<file path="src/rtl/if_fetch_stage.sv">
// Instruction-fetch stage: redirect-driven PC generation, req/gnt/rvalid memory
// handshake with up to DEPTH requests in flight, and a DEPTH-entry FIFO to decode.
package if_fetch_pkg;
    typedef enum logic [2:0] {
        PC_BOOT = 3'd0,
        PC_NEXT = 3'd1,
        PC_JUMP = 3'd2,
        PC_EXC  = 3'd3,
        PC_ERET = 3'd4,
        PC_DRET = 3'd5
    } pc_sel_e;

    typedef enum logic [1:0] {
        EXC_PC_EXC     = 2'd0,
        EXC_PC_IRQ     = 2'd1,
        EXC_PC_DBD     = 2'd2,
        EXC_PC_DBG_EXC = 2'd3
    } exc_pc_sel_e;
endpackage

module if_fetch_stage
    import if_fetch_pkg::*;
#(
    parameter logic [31:0] BOOT_ADDR    = 32'h0000_0080,
    parameter logic [31:0] DM_HALT_ADDR = 32'h1A11_0800,
    parameter logic [31:0] DM_EXC_ADDR  = 32'h1A11_0808,
    parameter int          DEPTH        = 2
) (
    input  logic        clk,
    input  logic        rst_n,
    input  logic        fetch_enable_i,
    input  logic        pc_set_i,
    input  pc_sel_e     pc_mux_i,
    input  exc_pc_sel_e exc_pc_mux_i,
    input  logic [4:0]  irq_id_i,
    input  logic [31:0] jump_target_i,
    input  logic [31:0] csr_mtvec_i,
    input  logic [31:0] csr_mepc_i,
    input  logic [31:0] csr_depc_i,
    input  logic        instr_valid_clear_i,
    output logic        instr_req_o,
    output logic [31:0] instr_addr_o,
    input  logic        instr_gnt_i,
    input  logic        instr_rvalid_i,
    input  logic [31:0] instr_rdata_i,
    input  logic        instr_err_i,
    output logic        instr_valid_o,
    output logic [31:0] instr_rdata_o,
    output logic [31:0] instr_pc_o,
    output logic        instr_fetch_err_o,
    input  logic        id_ready_i,
    output logic        if_busy_o
);

    localparam int AW = $clog2(DEPTH);
    localparam int CW = AW + 1;
    localparam logic [CW:0] DEPTH_OCC = (CW+1)'(DEPTH);

    logic [31:0]   fetch_addr_q, fetch_addr_d;
    logic [31:0]   resp_pc_q, resp_pc_d;
    logic [CW-1:0] outstanding_q, outstanding_d;
    logic [CW-1:0] discard_q, discard_d;
    logic [CW-1:0] count_q, count_d;
    logic [AW-1:0] rd_ptr_q, rd_ptr_d;
    logic [AW-1:0] wr_ptr_q, wr_ptr_d;

    logic [31:0] mem_rdata_q [DEPTH];
    logic [31:0] mem_pc_q    [DEPTH];
    logic        mem_err_q   [DEPTH];

    logic        redirect;
    logic [31:0] target_raw;
    logic [31:0] target;
    logic [CW:0] occupancy;
    logic        gnt_fire;
    logic        rvalid_ok;
    logic        push;
    logic        pop;

    // PC_NEXT (and undefined selects) never redirect, even with pc_set_i high.
    always_comb begin
        redirect   = 1'b0;
        target_raw = BOOT_ADDR;
        if (pc_set_i) begin
            case (pc_mux_i)
                PC_BOOT: begin redirect = 1'b1; target_raw = BOOT_ADDR;     end
                PC_JUMP: begin redirect = 1'b1; target_raw = jump_target_i; end
                PC_ERET: begin redirect = 1'b1; target_raw = csr_mepc_i;    end
                PC_DRET: begin redirect = 1'b1; target_raw = csr_depc_i;    end
                PC_EXC: begin
                    redirect = 1'b1;
                    case (exc_pc_mux_i)
                        EXC_PC_EXC: target_raw = {csr_mtvec_i[31:8], 8'h00};
                        EXC_PC_IRQ: target_raw = {csr_mtvec_i[31:8], 1'b0, irq_id_i, 2'b00};
                        EXC_PC_DBD: target_raw = DM_HALT_ADDR;
                        default:    target_raw = DM_EXC_ADDR;
                    endcase
                end
                default: ;
            endcase
        end
    end

    assign target = {target_raw[31:2], 2'b00};

    // Requests are only issued when every in-flight word is guaranteed a FIFO slot.
    assign occupancy   = {1'b0, count_q} + {1'b0, outstanding_q};
    assign instr_req_o = fetch_enable_i & (occupancy < DEPTH_OCC);
    assign gnt_fire    = instr_req_o & instr_gnt_i;
    assign rvalid_ok   = instr_rvalid_i & (outstanding_q != '0);
    assign push        = rvalid_ok & (discard_q == '0) & ~redirect;
    assign pop         = instr_valid_o & (id_ready_i | instr_valid_clear_i);

    always_comb begin
        fetch_addr_d  = fetch_addr_q;
        resp_pc_d     = resp_pc_q;
        outstanding_d = outstanding_q;
        discard_d     = discard_q;
        count_d       = count_q;
        rd_ptr_d      = rd_ptr_q;
        wr_ptr_d      = wr_ptr_q;

        if (gnt_fire && !rvalid_ok) begin
            outstanding_d = outstanding_q + CW'(1);
        end else if (!gnt_fire && rvalid_ok) begin
            outstanding_d = outstanding_q - CW'(1);
        end

        if (redirect) begin
            // Everything still in flight after this cycle belongs to the old stream,
            // including a request granted in this very cycle.
            fetch_addr_d = target;
            resp_pc_d    = target;
            discard_d    = outstanding_d;
            count_d      = '0;
            rd_ptr_d     = '0;
            wr_ptr_d     = '0;
        end else begin
            if (gnt_fire) begin
                fetch_addr_d = fetch_addr_q + 32'd4;
            end
            if (rvalid_ok && discard_q != '0) begin
                discard_d = discard_q - CW'(1);
            end
            if (push) begin
                resp_pc_d = resp_pc_q + 32'd4;
                wr_ptr_d  = wr_ptr_q + AW'(1);
            end
            if (pop) begin
                rd_ptr_d = rd_ptr_q + AW'(1);
            end
            if (push && !pop) begin
                count_d = count_q + CW'(1);
            end else if (!push && pop) begin
                count_d = count_q - CW'(1);
            end
        end
    end

    always_ff @(posedge clk or negedge rst_n) begin
        if (!rst_n) begin
            fetch_addr_q  <= BOOT_ADDR;
            resp_pc_q     <= BOOT_ADDR;
            outstanding_q <= '0;
            discard_q     <= '0;
            count_q       <= '0;
            rd_ptr_q      <= '0;
            wr_ptr_q      <= '0;
        end else begin
            fetch_addr_q  <= fetch_addr_d;
            resp_pc_q     <= resp_pc_d;
            outstanding_q <= outstanding_d;
            discard_q     <= discard_d;
            count_q       <= count_d;
            rd_ptr_q      <= rd_ptr_d;
            wr_ptr_q      <= wr_ptr_d;
        end
    end

    // FIFO storage needs no reset: entries are only observed while counted valid.
    always_ff @(posedge clk) begin
        if (push) begin
            mem_rdata_q[wr_ptr_q] <= instr_rdata_i;
            mem_pc_q[wr_ptr_q]    <= resp_pc_q;
            mem_err_q[wr_ptr_q]   <= instr_err_i;
        end
    end

    assign instr_addr_o      = fetch_addr_q;
    assign instr_valid_o     = (count_q != '0);
    assign instr_rdata_o     = instr_valid_o ? mem_rdata_q[rd_ptr_q] : 32'h0;
    assign instr_pc_o        = instr_valid_o ? mem_pc_q[rd_ptr_q] : 32'h0;
    assign instr_fetch_err_o = instr_valid_o & mem_err_q[rd_ptr_q];
    assign if_busy_o         = instr_req_o | (outstanding_q != '0);

endmodule

</file>
<file path="config.mk">
export PLATFORM = sky130hd
export DESIGN_NAME = if_fetch_stage
export DESIGN_NICKNAME = d
export VERILOG_FILES = /design/src/rtl/if_fetch_stage.sv
export SDC_FILE = /design/constraint.sdc
export NUM_CORES = 1
export LEC_CHECK = 0
export CAP_MARGIN = 20
export CORE_MARGIN = 3
export CORE_UTILIZATION = 45
export CTS_BUF_LIST = sky130_fd_sc_hd__clkbuf_8
export DETAILED_ROUTE_END_ITERATION = 7
export PLACE_DENSITY = 0.79
export SYNTH_ARGS = -nofsm -noshare
export SYNTH_HDL_FRONTEND = slang
export SYNTH_SLANG_ARGS = --single-unit
</file>
<file path="constraint.sdc">
create_clock -name clk -period 6.1 [get_ports clk]
set_clock_uncertainty 0.05 [all_clocks]
set_input_delay 0.61 -clock clk [delete_from_list [all_inputs] [get_ports clk]]
set_output_delay 0.61 -clock clk [all_outputs]
set_load 0.02 [all_outputs]
</file>
### Yosys cells after proc, flatten, opt, wreduce, memory -nomap -nowiden

Memories as Yosys holds them, arrays and structs flattened.
Index checks and enable logic that the tools add are counted.

| word-level totals | value |
|---|---|
| bits in latches | 0 |
| memory bits (writable) | 130 |
| output and inout port bits | 100 |
| input port bits | 179 |
| memories | 3 |
| memory bits (read-only) | 0 |
| logic and storage cells | 82 |
| flip-flop bits (word level) | 72 |

| operators by class | value |
|---|---|
| shift-type cells | 0 |
| mux-type cells | 24 |
| eq/ne operators | 6 |
| $lt $le $gt $ge | 1 |
| multiply operators | 0 |
| reductions and logical operators | 21 |
| bitwise gates (word level) | 10 |
| div/mod/pow operators | 0 |
| add/subtract/negate cells | 10 |

Memory list:

| name | words | width | read ports | clocked after Yosys merged registers in | write ports | RTL line | RTL |
|---|---|---|---|---|---|---|---|
| mem_pc_q | 2 | 32 | 1 | 0 | 1 | 68 | `logic [31:0] mem_pc_q [DEPTH];` |
| mem_rdata_q | 2 | 32 | 1 | 0 | 1 | 67 | `logic [31:0] mem_rdata_q [DEPTH];` |
| mem_err_q | 2 | 1 | 1 | 0 | 1 | 69 | `logic mem_err_q [DEPTH];` |

Operators with widths:

| operator | number |
|---|---|
| 32-bit 2-to-1 mux | 7 |
| 32-bit one-hot mux with 4 select lines | 1 |
| 32-bit one-hot mux with 3 select lines | 1 |
| 32-bit by 3-bit adder with 32-bit output, second input constant | 2 |
| 2-bit 2-to-1 mux | 7 |
| 2-bit nonzero test | 7 |
| 1-bit 2-to-1 mux | 8 |
| 1-bit bitwise AND | 7 |
| 3-bit by 2-bit equality test with 1-bit output, second input constant | 2 |
| 3-bit equality test, second input constant | 2 |
| 2-bit by 1-bit subtractor with 2-bit output, second input constant | 3 |
| 1-bit logical AND | 5 |
| 5-bit OR reduction | 1 |
| 2-bit by 1-bit adder with 2-bit output, second input constant | 2 |
| 1-bit zero test | 4 |
| 2-bit zero test | 2 |
| 2-bit by 2-bit adder with 3-bit output | 1 |
| 3-bit zero test | 1 |
| 3-bit by 2-bit < comparator with 1-bit output, second input constant | 1 |
| 3-bit nonzero test | 1 |
| 1-bit adder, second input constant | 2 |
| 2-bit by 1-bit equality test with 1-bit output, second input constant | 1 |
| 2-bit equality test, second input constant | 1 |
| 1-bit OR | 2 |
| 1-bit inverter | 1 |

### Depth between registers and ports, before layout

| depth | value |
|---|---|
| depth in word-level cells | 11 |
| mapped depth | 8 |

### Worst setup path after synthesis

OpenSTA, ideal clock, no wires.

| timing path | value |
|---|---|
| path type | input port to flip-flop |
| start | input pc_mux_i[0] |
| end | memory mem_err_q[0], enable pin |
| path slack | -0.455 ns |
| stages on the path | 6 |
| required time | 5.489 ns |
| arrival | 5.944 ns |
| library setup time | 0.561 ns |
| path through | buf_2 or3b_1 and3_1 buf_2 clkbuf_1 nor3_1 |

| on the way | value |
|---|---|
| longest elaborated chain between the ends | 8 |
| elaborated cells on any way between the ends | 12 |
| classes of those cells | eq/ne: 4; mux: 4; bitwise: 2; reduce/logical: 2 |

Ends and longest elaborated chain:

| what | RTL line | RTL |
|---|---|---|
| start: declaration | 33 | `input pc_sel_e pc_mux_i,` |
| 3-bit by 2-bit equality test with 1-bit output, or another cell as far along | 85 | `case (pc_mux_i)` |
| 5-bit OR reduction (no source line) (*) | n/a |  |
| 1-bit 2-to-1 mux (*) | 85 |  |
| 1-bit 2-to-1 mux (*) | 84 | `if (pc_set_i) begin` |
| 1-bit inverter (*) | 111 | `assign push = rvalid_ok & (discard_q == '0) & ~redirect;` |
| 1-bit bitwise AND (*) | 111 |  |
| 1-bit 2-to-1 mux (*) | 182 | `if (push) begin` |
| 1-bit 2-to-1 mux (not written as such) (*) | 185 | `mem_err_q[wr_ptr_q] <= instr_err_i;` |
| end: declaration | 69 |  |

Every way passes the cells marked *; elsewhere a longest branch is shown, timed or not.

### Final worst setup path

| timing path | value |
|---|---|
| start | register rd_ptr_q |
| end | output instr_fetch_err_o |

| on the way | value |
|---|---|
| longest elaborated chain between the ends | 2 |

Ends and longest elaborated chain:

| what | RTL line | RTL |
|---|---|---|
| start: declaration | 64 | `logic [AW-1:0] rd_ptr_q, rd_ptr_d;` |
| start signal: assignment | 175 | `rd_ptr_q <= rd_ptr_d;` |
| memory 2 x 1 bit | n/a |  |
| 1-bit bitwise AND | 193 | `assign instr_fetch_err_o = instr_valid_o & mem_err_q[rd_ptr_q];` |
| end: declaration | 50 | `output logic instr_fetch_err_o,` |

Every way passes these cells.

==> flow_summary.toml <==
[placed_design]
gp_congestion = 0.944
dp_hpwl_um = 19700
port_buffers = 260

[power]
p_seq_frac = 0.463
power_density_nw_per_um2 = 290
p_comb_frac = 0.344
clkPwrFrac = 0.194
intPower_mw = 2.49
total_power_mw = 3.77
p_switching_mw = 1.28
ir_drop_mv = 0.180
p_leak_nw = 4.76
p_sw_frac = 0.339

[logic_synthesis]
netlist_area_um2 = 9870
yosysSeqAreaShare = 0.556
syn_inst = 882
yosysWarnings = 0
synthArstFlopShare = 0.351
ys_ff_latch = 194
synth_cell_types = 77
synth_area_per_cell_um2 = 11.2
synth-main-ff-cell = "edfxtp_1"
synth_edf_count = 126

[layout]
final_cell_mix = "258 x clkdlybuf4s50_1, 126 x nor2_1, 126 x edfxtp_1"
num-nets-final = 1304
final_util = 0.612
layout_commonest_cell = "clkdlybuf4s50_1"
drive_gt1_frac = 0.0663
nFillCells = 1790
syn_to_final_growth_pct = 32.0

[routing]
via_count = 8076
firstDrtPassIters = 5
drtIter0Drc = 640
drt_wl_total_um = 26900
post_drt_wl_per_cell_um = 19.1
drcViolationCount = 0
viasPerCell = 5.74
ant_nets = 0

[run_status]
status = "finished clean"

[global_route]
track_usage = 0.222
antenna_found_initial = 1
grt_remaining_overflow = 0
grt_pass1_wl_um = 41700
grt_pass1_vias = 7895
grt_max_degree = 69

[sta]
period_needed_ns = 3.31
tightestPinTransition_ns = 1.12
hold_viol = 0
slew_headroom = 0.252
rsz0062_at_grt = "no"
report.final.slew_viol_count = 0
whs_ns = 0.284
tns_ns = 0
fin_crit_sh = 0.542
setup_violations = 0
fmax_ghz = 0.303

[clock_network]
cts_max_level = 4
tritoncts = "yes"
cts_root_buf = "clkbuf_8"
cts.path.max_buffers = 2
cts_made_buffers = 17
postCtsSetupBuffers = 0
ctsHoldBuffers = 0
cts_sinks = 194
path_clk_slew_ns = 0.09
postCtsResizedCells = 0
clock_latency_ns = 0.46

[setup_path]
worst_ep_arrival_time_ns = 2.65
crit_fanout = 64
worst_path_max_delay_cell = "dfrtp_4"
path_cells = "mux2i_1 > nor2_1 > clkdlybuf4s50_1"
crit_type = "reg -> out"
rrSetupSlack_ns = 3.13
rr_startpoint = "outstanding_q[1]"
critPathLaunch = "rd_ptr_q"
worstSetupStartpointType = "flop"
r2r_cells = 7
endpoint_kind = "output pin"
critPathMaxStageDelay_ns = 1.16
worstPathRequired_ns = 5.44

[floorplan]
rows = 53
core-area_um2 = 21300
start_util = 0.464
die_y_um = 154
die_w_um = 154
die_area_um2 = 23700
ios = 279

[worst_hold_path]
hold_class = "in -> async"

[run]
drv_cap = 0
## cell type report
type | count | area (um^2) | area share
timing repair buffer | 271 | 2690 | 0.206
clock inverter | 14 | 101 | 0.00778
clock buffer | 17 | 234 | 0.0180
inverter | 12 | 45.0 | 0.00346
multi-input combinational | 624 | 4120 | 0.316
antenna | 1 | 2.50 | 0.000192
sequential | 194 | 5490 | 0.422
tap | 275 | 344 | 0.0264
## path summary, 6_finish.rpt
| kind | endpoint |
|---|---|
| min in group clk | mem_pc_q[0][18] |
| worst max-delay path | instr_fetch_err_o |
| worst max register to register | mem_pc_q[1][15] |
| max in group asynchronous | rd_ptr_q |
| worst min register to register | mem_pc_q[0][18] |
| worst min-delay path | discard_q[1] |
## synth_stat cells (all sizes together) (11+ instances only)
master | n | area, um^2
a31oi | 12 | 75.1
xnor2 | 11 | 96.3
inv | 12 | 45.0
nand2 | 36 | 135
o21ai | 48 | 244
nor2 | 129 | 494
nand3 | 32 | 165
nor3 | 18 | 115
edfxtp | 126 | 3780
dfrtp | 66 | 1650
nand4 | 18 | 149
mux2i | 82 | 821
a21oi | 58 | 290
clkbuf | 28 | 106
buf | 27 | 143
o21a | 14 | 105
## registers in the layout, summed over array words and instances, names as in the netlist
register,count
mem_rdata_q,64
mem_pc_q,60
instr_addr_o,30
resp_pc_q,30
count_q,2
discard_q,2
mem_err_q,2
outstanding_q,2
rd_ptr_q,1
wr_ptr_q,1
## worst max-delay path, delay by kind of cell, from the launching register on
| kind | cells | cell delay, ns |
|---|---|---|
| DFF | 1 | 1.16 |
| buffers and inverters | 1 | 0.63 |
| and+or+nand+nor | 1 | 0.18 |
| muxes | 1 | 0.19 |
## stage by stage
stage / cell area [um^2] / setup slack (ns) / std cells
5_1_grt: 13000 / 2.61 / 1408
3_3_place_gp: 12700 / 2.18 / 1375
6_report: 13000 / 2.79 / 1408
2_1_floorplan: 9880 / 1.48 / 885
3_5_place_dp: 12700 / 2.15 / 1375
4_1_cts: 13000 / 2.66 / 1406
## power by group through the flow
stage	Clock, mW	Combinational (mW)	Sequential (mW)
detailed placement	0	1.30	1.77
CTS	0.757	1.31	1.75
global route	0.809	1.41	1.77
finish	0.730	1.30	1.74
floorplan	0	0.781	1.69
global placement	0	1.28	1.77
## kinds of logic (layout without fill, tap and decap cells)
family                   Yosys count  in the layout  synth area share
buffers and inverters             67            314            0.0298
adder cells (fa/ha/maj)            5              5           0.00710
other                              1              5          0.000380
flip-flops                       194            194             0.556
AO/OA/AOI/OAI                    225            225             0.152
multiplexers                      91             91            0.0934
AND/OR/NAND/NOR                  284            284             0.148
XOR/XNOR                          15             15            0.0133
## metal layers
metal | routed length (um) | vias up | track usage
met2 | 12600 | 425 | 0.356
met1 | 10900 | 3795 | 0.285
met3 | 2350 | 70 | 0.0580
met5 | 0 | - | 0
met4 | 990 | 0 | 0.0950
li1 | - | 3786 | -
No activity file was read; power rests on OpenSTA's default activity.
==> RTL edit 1, RTL diff (config.mk and constraints unchanged) <==
The parameter `DEPTH` goes from 2 to 4.
--- a/src/rtl/if_fetch_stage.sv
+++ b/src/rtl/if_fetch_stage.sv
@@ -25,5 +25,5 @@
     parameter logic [31:0] DM_HALT_ADDR = 32'h1A11_0800,
     parameter logic [31:0] DM_EXC_ADDR  = 32'h1A11_0808,
-    parameter int          DEPTH        = 2
+    parameter int          DEPTH        = 4
 ) (
     input  logic        clk,
Function: changed (Yosys sat finds a counterexample within 4 cycles, from zero or initial values and one cycle with rst_n low).
==> RTL edit 1 against the original RTL <==
Combinational power increased by 79%. Synthesized cell count increased by 22%. Setup slack got worse by 0.71 ns. Hold slack got worse by 0.13 ns. Total power increased by 76%. Sequential share of layout area increased by 7.3 points. Sequential cell count increased by 131. Final area increased by 46%. Area after synthesis increased by 54%. Maximum frequency decreased by 18%. Utilization decreased by 3.4 points. Routed wire length increased by 43%. Critical path type unchanged.
==> RTL edit 1: results (changes against the original RTL) <==
The flow ran to the end, and the final reports show no timing, DRC or antenna violations. Wire length of the first global-routing pass: 59.11 mm (+42%). The largest incremental delay on the critical path is 1.00 ns (-0.16 ns), and the count of flip-flops with a built-in enable after synthesis is 252 (+100%).

The critical path ends at instr_pc_o[23]. For the estimated wirelength of the detail-placed design, the log shows 26.72 mm (+36%). Fill cell instance count of the final layout: 2621 (+46%). The met1 routed wirelength after detailed routing was 15.58 mm (+42%); the least setup slack across all paths after layout was 2.088 ns (-0.7071 ns). The detailed router's first-iteration violation count is 835 (+30%).

The endpoint identified for the worst register-to-register timing path is mem_rdata_q[3][27]$_DFFE_PP_. The tools report the final wirelength as 38.43 mm (+43%). For the register-to-register setup slack, the log shows 2.72 ns (-0.41 ns). The logs give 2.893 mm (+23%) for the met3 wire length and 6.689 nW (+40%) for the static power due to leakage.

The average cell area after synthesis was 14.07 µm² (+26%); the weighted congestion at the end of routability-driven global placement was 0.8990 (-4.8%). The maximum fanout along the worst path came out at 48 (-25%). Grouping stages by cell kind, the critical path spends the most delay in buffers and inverters. The run gives 18140 µm² (+43%) as the placed standard-cell area. Sorting the synthesized cells by area gives the leading types as sky130_fd_sc_hd__edfxtp_1, sky130_fd_sc_hd__dfrtp_1, sky130_fd_sc_hd__mux4_2, sky130_fd_sc_hd__and2_1, sky130_fd_sc_hd__a21oi_1. The run gives 1728 (+26%) as the number of placed instances with taps included.

The routed length on met2 is 18.59 mm (+48%). Beginning of the critical path: rd_ptr_q[0]$_DFFE_PN0P_. The initial antenna violation count is 0 (-1). The largest registers in the layout are mem_rdata_q x128, mem_pc_q x120. The final hold slack is 0.1498 ns (-0.1343 ns).
[RTL edit 1: area by class of cell]
type / instances / area, µm² / share of cell area
clock buffer: 49 / 674.4 / 0.03551
clock inverter: 37 / 153.9 / 0.008104
inverter: 18 / 67.56 / 0.003558
multi-input combinational: 670 / 5428 / 0.2858
sequential: 325 / 9402 / 0.4951
tap: 442 / 553.0 / 0.02912
timing repair buffer: 274 / 2713 / 0.1428
[RTL edit 1: cells by family after synthesis]
family                     after synthesis  synth area share
and+or+nand+nor                        308            0.1154
other                                    1         0.0002471
buffers and inverters                   87           0.02564
DFF                                    325            0.6191
xor gates and xnor gates                12          0.007420
AOI/OAI and AO/OA                      240            0.1061
adders and majority gates               15           0.01270
muxes                                   91            0.1134
[RTL edit 1: power by group through the flow]
stage                     sequential (mW)  combinational (mW)  clock (mW)
after floorplan                      2.70                1.46           0
final                                2.77                2.33        1.53
after detailed placement             2.82                2.35           0
after global placement               2.81                2.31           0
after global routing                 2.81                2.51        1.67
after CTS                            2.78                2.35        1.57
==> RTL edit 2, RTL diff (config.mk and constraints unchanged) <==
Without the edit above. Put a register stage on the output `instr_fetch_err_o`, with the module's reset. The value now appears one clock later. The other outputs are not delayed to match.
--- a/src/rtl/if_fetch_stage.sv
+++ b/src/rtl/if_fetch_stage.sv
@@ -191,5 +191,11 @@
     assign instr_rdata_o     = instr_valid_o ? mem_rdata_q[rd_ptr_q] : 32'h0;
     assign instr_pc_o        = instr_valid_o ? mem_pc_q[rd_ptr_q] : 32'h0;
-    assign instr_fetch_err_o = instr_valid_o & mem_err_q[rd_ptr_q];
+    always_ff @(posedge clk or negedge rst_n) begin
+        if (!rst_n) begin
+            instr_fetch_err_o <= '0;
+        end else begin
+            instr_fetch_err_o <= instr_valid_o & mem_err_q[rd_ptr_q];
+        end
+    end
     assign if_busy_o         = instr_req_o | (outstanding_q != '0);
 
Check against the original RTL: not equivalent (Yosys sat finds a counterexample within 4 cycles, from zero or initial values and one cycle with rst_n low).
==> RTL edit 2 against the original RTL <==
Critical path type is now input pin to register. Largest power group unchanged. Total power grew 4.0%. Sequential cell count grew 1. Final area grew 0.76%. Largest cell class unchanged. Setup slack got worse by 0.13 ns. Area after synthesis increased by 0.25%. Routed wire length up 1.4%. Synthesized cell count rose by 0.11%. Utilization increased by 0.46 points.
==> RTL edit 2: results (changes against the original RTL) <==
The run finished with clean final reports. After synthesis, the cell types taking the most area are sky130_fd_sc_hd__edfxtp_1, sky130_fd_sc_hd__dfrtp_1, sky130_fd_sc_hd__mux2i_1, sky130_fd_sc_hd__nor2_1, sky130_fd_sc_hd__a21oi_1. The final hold slack was 0.3070 ns (+0.02293 ns). Estimated wirelength of the detail-placed design: 19.82 mm (+0.64%). Maximum fanout along the worst path: 43 (-33%).

The net total in the final layout was 1305 (+0.077%). Worst-path cell with the longest stage delay: sky130_fd_sc_hd__and3_2. The register-to-register setup slack was 2.70 ns (-0.43 ns). Beginning of the critical path: pc_mux_i[2].

The met2 track utilization from global routing is 0.3629 (+0.007072). The tools report the wire length of the first global-routing pass as 42.34 mm (+1.6%). The run gives 12.91 mm (+2.6%) as the routed length on met2.

The met1 routed wirelength after detailed routing came out at 11.27 mm (+3.0%). The commonest cells after synthesis are sky130_fd_sc_hd__nor2_1, sky130_fd_sc_hd__edfxtp_1, sky130_fd_sc_hd__mux2i_1. The final wirelength was 27.25 mm (+1.4%); the actual transition at the worst max-transition pin was 1.132 ns (+0.01025 ns). Weighted congestion at the end of routability-driven global placement: 0.9313 (-1.4%).

The number of placed instances with taps included is 1376 (+0.073%), and the number of clock buffers in the layout is 21 (+4). The run gives 0.06295 (+0.004976) as the met3 track utilization from global routing. The largest incremental delay on the critical path is 0.95 ns (-0.21 ns), and the average cell area after synthesis is 11.20 µm² (+0.14%).

For the detailed router's first-iteration violation count, the log shows 553 (-14%). The share of cell area taken by flip-flops and latches was 0.4204 (-0.001271). Via count of the routed design: 8082 (+0.074%). The logs give 0.5572 (+0.001123) for the sequential fraction of the synthesis area and 3.51 ns (+0.86 ns) for the arrival time of the worst setup path. The maximum resistive drop on vdd is 170.7 µV (-4.9%), and the worst-case reg-to-reg path depth is 6 (-1).
## RTL edit 2: kinds of logic (layout without fill, tap and decap cells)
group | count (synthesis) | in the layout | share of synthesized area
AOI/OAI and AO/OA | 225 | 225 | 0.1511
xor gates and xnor gates | 15 | 15 | 0.01328
adders and majority gates | 5 | 5 | 0.007083
buffers and inverters | 67 | 315 | 0.02972
DFF | 195 | 195 | 0.5572
muxes | 91 | 91 | 0.09321
other | 1 | 4 | 0.0003790
and+or+nand+nor | 284 | 284 | 0.1480
## RTL edit 2: report_power, final
| part | internal (mW) | leakage, nW | total [mW] | switching (mW) |
|---|---|---|---|---|
| sequential | 1.57 | 2.08 | 1.75 | 0.180 |
| combinational | 0.616 | 2.52 | 1.30 | 0.679 |
| clock | 0.446 | 0.228 | 0.875 | 0.429 |
| total | 2.64 | 4.82 | 3.92 | 1.29 |
## RTL edit 2: critical path: cells and delay by family
kind	cells	cell delay (ns)
buffers and inverters	3	1.38
AND/OR/NAND/NOR	3	1.47
